$ cat config.mk
export PLATFORM = sky130hd
export DESIGN_NAME = led_pattern_driver
export DESIGN_NICKNAME = d
export VERILOG_FILES = /design/src/rtl/led_pkg.sv /design/src/rtl/tick_gen.sv /design/src/rtl/led_pattern_driver.sv
export SDC_FILE = /design/constraint.sdc
export NUM_CORES = 1
export LEC_CHECK = 0
export ABC_AREA = 1
export CORE_MARGIN = 10
export CORE_UTILIZATION = 38
export CTS_CLUSTER_SIZE = 12
export DETAILED_ROUTE_END_ITERATION = 6
export PLACE_DENSITY_LB_ADDON = 0.1
export SLEW_MARGIN = 25
export SYNTH_ARGS = -nofsm -noshare
export SYNTH_HDL_FRONTEND = slang
export SYNTH_HIERARCHICAL = 1
export SYNTH_SLANG_ARGS = --single-unit
$ cat constraint.sdc
create_clock -name clk -period 2.5 [get_ports clk]
set_input_delay 0.75 -clock clk [delete_from_list [all_inputs] [get_ports clk]]
set_output_delay 0.75 -clock clk [all_outputs]
set_load 0.02 [all_outputs]
$ cat src/rtl/led_pkg.sv
// Shared encodings for the LED pattern driver: display modes and chase direction.
package led_pkg;

  typedef enum logic [1:0] {
    MODE_ONEHOT = 2'd0,
    MODE_BAR    = 2'd1,
    MODE_BLINK  = 2'd2,
    MODE_CHASE  = 2'd3
  } mode_e;

  localparam logic DIR_UP   = 1'b0;
  localparam logic DIR_DOWN = 1'b1;

endpackage

$ cat src/rtl/tick_gen.sv
// Animation prescaler: one-cycle tick every TICK_DIV enabled clocks, cleared by clr.
module tick_gen #(
  parameter int TICK_DIV = 5000000
) (
  input  logic clk,
  input  logic reset,
  input  logic en,
  input  logic clr,
  output logic tick
);

  localparam int CNT_W = $clog2(TICK_DIV);
  localparam logic [CNT_W-1:0] CNT_LAST = CNT_W'(TICK_DIV - 1);

  logic [CNT_W-1:0] r_cnt;

  // Gated by en so a count parked on its last value cannot advance a frozen animation.
  assign tick = en && (r_cnt == CNT_LAST);

  always_ff @(posedge clk or posedge reset) begin
    if (reset) begin
      r_cnt <= '0;
    end else if (clr) begin
      r_cnt <= '0;
    end else if (en) begin
      r_cnt <= tick ? '0 : r_cnt + CNT_W'(1);
    end
  end

endmodule

$ cat src/rtl/led_pattern_driver.sv
// LED bank driver: latches an index and mode, then renders one-hot, bar, blink or
// ping-pong chase patterns onto a registered NUM_LEDS-wide output.
module led_pattern_driver
  import led_pkg::*;
#(
  parameter int NUM_LEDS = 10,
  parameter int IDX_W    = 4,
  parameter int TICK_DIV = 5000000
) (
  input  logic                clk,
  input  logic                reset,
  input  logic                load,
  input  logic [IDX_W-1:0]    led_number,
  input  logic [1:0]          mode,
  input  logic                enable,
  output logic [NUM_LEDS-1:0] LEDR,
  output logic                out_of_range
);

  localparam logic [IDX_W:0] NUM_LEDS_X = (IDX_W + 1)'(NUM_LEDS);

  logic [IDX_W-1:0]    r_cfg_num;
  mode_e               r_cfg_mode;
  logic                r_phase;
  logic [IDX_W-1:0]    r_pos;
  logic                r_dir;

  logic                w_tick;
  logic                w_oor;
  logic [IDX_W-1:0]    w_pos_nxt;
  logic                w_dir_nxt;
  logic [NUM_LEDS-1:0] w_onehot;
  logic [NUM_LEDS-1:0] w_bar;
  logic [NUM_LEDS-1:0] w_chase;
  logic [NUM_LEDS-1:0] w_led;

  tick_gen #(
    .TICK_DIV (TICK_DIV)
  ) u_tick_gen (
    .clk   (clk),
    .reset (reset),
    .en    (enable),
    .clr   (load),
    .tick  (w_tick)
  );

  assign w_oor = {1'b0, r_cfg_num} >= NUM_LEDS_X;

  // Ping-pong step; a zero target bounces in place so LED0 stays lit.
  always_comb begin
    w_pos_nxt = r_pos;
    w_dir_nxt = r_dir;
    if (w_oor) begin
      w_pos_nxt = '0;
    end else if (r_dir == DIR_UP) begin
      if (r_pos == r_cfg_num) begin
        w_dir_nxt = DIR_DOWN;
        if (r_cfg_num != '0) w_pos_nxt = r_pos - IDX_W'(1);
      end else begin
        w_pos_nxt = r_pos + IDX_W'(1);
      end
    end else begin
      if (r_pos == '0) begin
        w_dir_nxt = DIR_UP;
        if (r_cfg_num != '0) w_pos_nxt = r_pos + IDX_W'(1);
      end else begin
        w_pos_nxt = r_pos - IDX_W'(1);
      end
    end
  end

  // Load takes priority over a coincident tick, which is simply dropped.
  always_ff @(posedge clk or posedge reset) begin
    if (reset) begin
      r_cfg_num  <= '0;
      r_cfg_mode <= MODE_ONEHOT;
      r_phase    <= 1'b1;
      r_pos      <= '0;
      r_dir      <= DIR_UP;
    end else if (load) begin
      r_cfg_num  <= led_number;
      r_cfg_mode <= mode_e'(mode);
      r_phase    <= 1'b1;
      r_pos      <= '0;
      r_dir      <= DIR_UP;
    end else if (w_tick) begin
      r_phase    <= ~r_phase;
      r_pos      <= w_pos_nxt;
      r_dir      <= w_dir_nxt;
    end
  end

  assign w_onehot = NUM_LEDS'(1) << r_cfg_num;
  assign w_bar    = (w_onehot << 1) - NUM_LEDS'(1);
  assign w_chase  = NUM_LEDS'(1) << r_pos;

  always_comb begin
    w_led = '0;
    if (enable && !w_oor) begin
      case (r_cfg_mode)
        MODE_ONEHOT: w_led = w_onehot;
        MODE_BAR:    w_led = w_bar;
        MODE_BLINK:  w_led = r_phase ? w_onehot : '0;
        MODE_CHASE:  w_led = w_chase;
        default:     w_led = '0;
      endcase
    end
  end

  // Output register stage.
  always_ff @(posedge clk or posedge reset) begin
    if (reset) begin
      LEDR         <= '0;
      out_of_range <= 1'b0;
    end else begin
      LEDR         <= w_led;
      out_of_range <= w_oor;
    end
  end

endmodule

==> results.cfg <==
[placement]
place_ws_ns = 0.01388
dpl.hpwl_mm = 5.400
dp.cells = 516
placed_area_mm2 = 0.003236
portBuffers = 20
gp_congestion = 0.8485

[clocking]
htree_levels = 2
cts-resized-gates = 0
cts_tree = yes
cts_sinks = 46
root_buffer = clkbuf_8
cts_hold_buffers = 0
worstSkewPairLatency_ns = 0.31
cts.clk_slew.worst_paths_ns = 0.09
cts_setup_buffers = 0
clock_path_buffers = 2
cts-buffers-inserted = 5

[sta]
finalSetupViolations = 0
worst_slack_ns = 0.3388
rsz0062_at_grt = false
worst_pin_slew_ns = 0.4677
fmax_mhz = 462.7
max-slew-margin-rel_pct = 68.70
hold_slack_ns = 0.5258
maxSlewViolCount = 0
tns_ns = 0
min_period_over_period_pct = 86.45
period_needed_ns = 2.161
finalHoldViolations = 0
clock_skew_ns = 0.009594

[synthesis]
muxShareOfSynthArea_pct = 0
synth_warnings = 6
synth_area_mm2 = 0.002903
yosysSeqAreaShare_pct = 39.70
synth_compound_area_share_pct = 7.931
synth-main-ff-cell = dfrtp_1
synth_edf_count = 0
synth_area_leaders = dfrtp_1 39%, nand2_1 14%, nor2_1 7.1%
synth_fa_ha_area_share_pct = 3.448
synth_top_family_by_area = simple AND/OR/NAND/NOR gates
avgSynthCellArea_um2 = 7.330
async_reset_ff_share_pct = 100.0
ys_seq_elements = 46
syn_inst = 396
synth_simple_gate_area_share_pct = 36.59
synth_xor_area_share_pct = 4.224
synth.distinct_cells = 37
yosysTopAreaCell = dfrtp_1
synth_top_area_share_pct = 38.79
syn-num-nets = 414

[grt]
antenna_found_initial = 0
grt_pass1_vias = 2401
grt_pass1_wl_mm = 12.11
grt_max_degree = 24
grtUsageTotal_pct = 12.88
overflow = 0

[setup_path]
cp_slowest_stage_delay_ns = 0.49
r2r_cells = 11
slowest_stage = clkdlybuf4s50_1
cp_num_buf_inv = 2
critPathCaptureType = flip-flop
cp_data_arrival_time_ns = 2.41
crit_path_cell_trace = clkdlybuf4s50_1, nand3_1, nor4_1, inv_1, nor2_1, nand2_1, a21oi_2, nand3_1, nand2_1
path_class = primary input to flip-flop
r2r-end = r_pos[1]
cp-start-kind = primary input
reg2reg_from = u_tick_gen/r_cnt[0]
path_delay_family = simple AND/OR/NAND/NOR gates
r2r_setup_slack_ns = 0.59
crit_path_max_fanout = 4
required_ns = 2.75

[finish]
multi_input_area_mm2 = 0.001515
fin_nets = 442
finalInstanceArea_mm2 = 0.003378
layout-drive-gt1-share_pct = 12.24
n_fill_cell = 768
syn_to_final_growth_pct = 16.38
seqCellArea_mm2 = 0.001152
layout_common_cells = 105 x nand2_1, 55 x nor2_1, 45 x dfrtp_1, 45 x inv_1, 30 x nand3_1
num_antenna_cells = 0
final_common_cell = nand2_1
fin_cells = 524
final_util_pct = 46.08

[die]
rows = 31
start_util_pct = 39.60
io_pins = 21
fp.dieW_um = 107.4
die_h_um = 107.4
dieArea_mm2 = 0.01153
core_mm2 = 0.007331

[hold_path]
hold_start = u_tick_gen/r_cnt[1]
whs_endpoint = u_tick_gen/r_cnt[1]
hp-class = flip-flop to flip-flop
worstHoldPathCells = 2

[power_and_ir_drop]
p_leak_nw = 1.520
totalPowerFinal_mw = 1.678
ir_drop_uv = 249.2
power.density_mw_per_mm2 = 496.7

[routing]
avgViaCountPerCell = 4.865
drcViolationCount = 0
totalWireLength_mm = 6.989
ant_nets = 0
wire_per_inst_um = 13.34
drt_first_pass_iters = 4
drt_iter0_drc = 197
vias = 2549

[job]
maxCapViolations = 0

[outcome]
status = finished, final reports clean
==> synth_stat cells (3+ instances only) <==
master and count:
nand4_1 7, xor2_1 7, o21ai_0 13, nor2_4 3, a21oi_1 8, nand2_2 5
inv_2 4, dfrtp_1 45, ha_1 8, nor2_2 12, nand3_1 30, nor2_1 55
inv_1 45, a31oi_1 7, xnor2_1 7, nor3_1 7, nand2_1 105
==> flip-flops by register name, summed over array words and instances, names as in the netlist <==
register,flops
u_tick_gen/r_cnt,23
LEDR,10
r_cfg_num,4
r_pos,4
r_cfg_mode,2
out_of_range,1
r_dir,1
r_phase,1
==> where the power goes <==
group          internal [mW]  switching (mW)
Sequential             0.766          0.0239
Clock                  0.427           0.268
Combinational         0.0718           0.122
==> metal layers <==
layer / part of all wire, % / GRT usage (%)
met1: 56 / 19.50
met2: 39 / 17.80
met3: 4.8 / 2.754
met4: 0.83 / 3.244
met5: 0 / 0
==> kinds of logic (layout without fill, tap and decap cells) <==
group,after synthesis,after routing
simple gates,234,234
buf+inv,56,85
flops,46,46
compound gates,38,38
xor+xnor,14,14
fa+ha+maj,8,8
==> worst max-delay path by stage <==
stage | start | end | slack, ns | cells after the start
5_1_grt | enable | r_pos[1] | 0.16 | 9
2_1_floorplan | enable | r_pos[1] | 0.49 | 8
6_report | enable | r_pos[1] | 0.34 | 9
4_1_cts | enable | r_pos[1] | 0.34 | 9
3_5_place_dp | enable | r_pos[1] | 0.01 | 9
3_3_place_gp | enable | r_pos[1] | 0.1 | 9
==> cell type report <==
class                   count  area share [%]
flip-flops and latches     46           34.11
well taps                  99           3.667
clock buffers               6           2.444
clock inverters             2           1.778
multi-input cells         294           44.85
inverters                  49           5.444
repair buffers             28           7.704
==> worst register-to-register path, cell delays in order (launching register included) <==
cell and delay, ns:
dfrtp_1 0.39, ha_1 0.20, nand3_1 0.10, nor2_1 0.14, nand2_1 0.07, nor4_1 0.32
inv_1 0.08, nor2_1 0.14, nand2_1 0.08, a21oi_2 0.18, nand3_1 0.09, nand2_1 0.07
(Power assumes the default switching activity.)
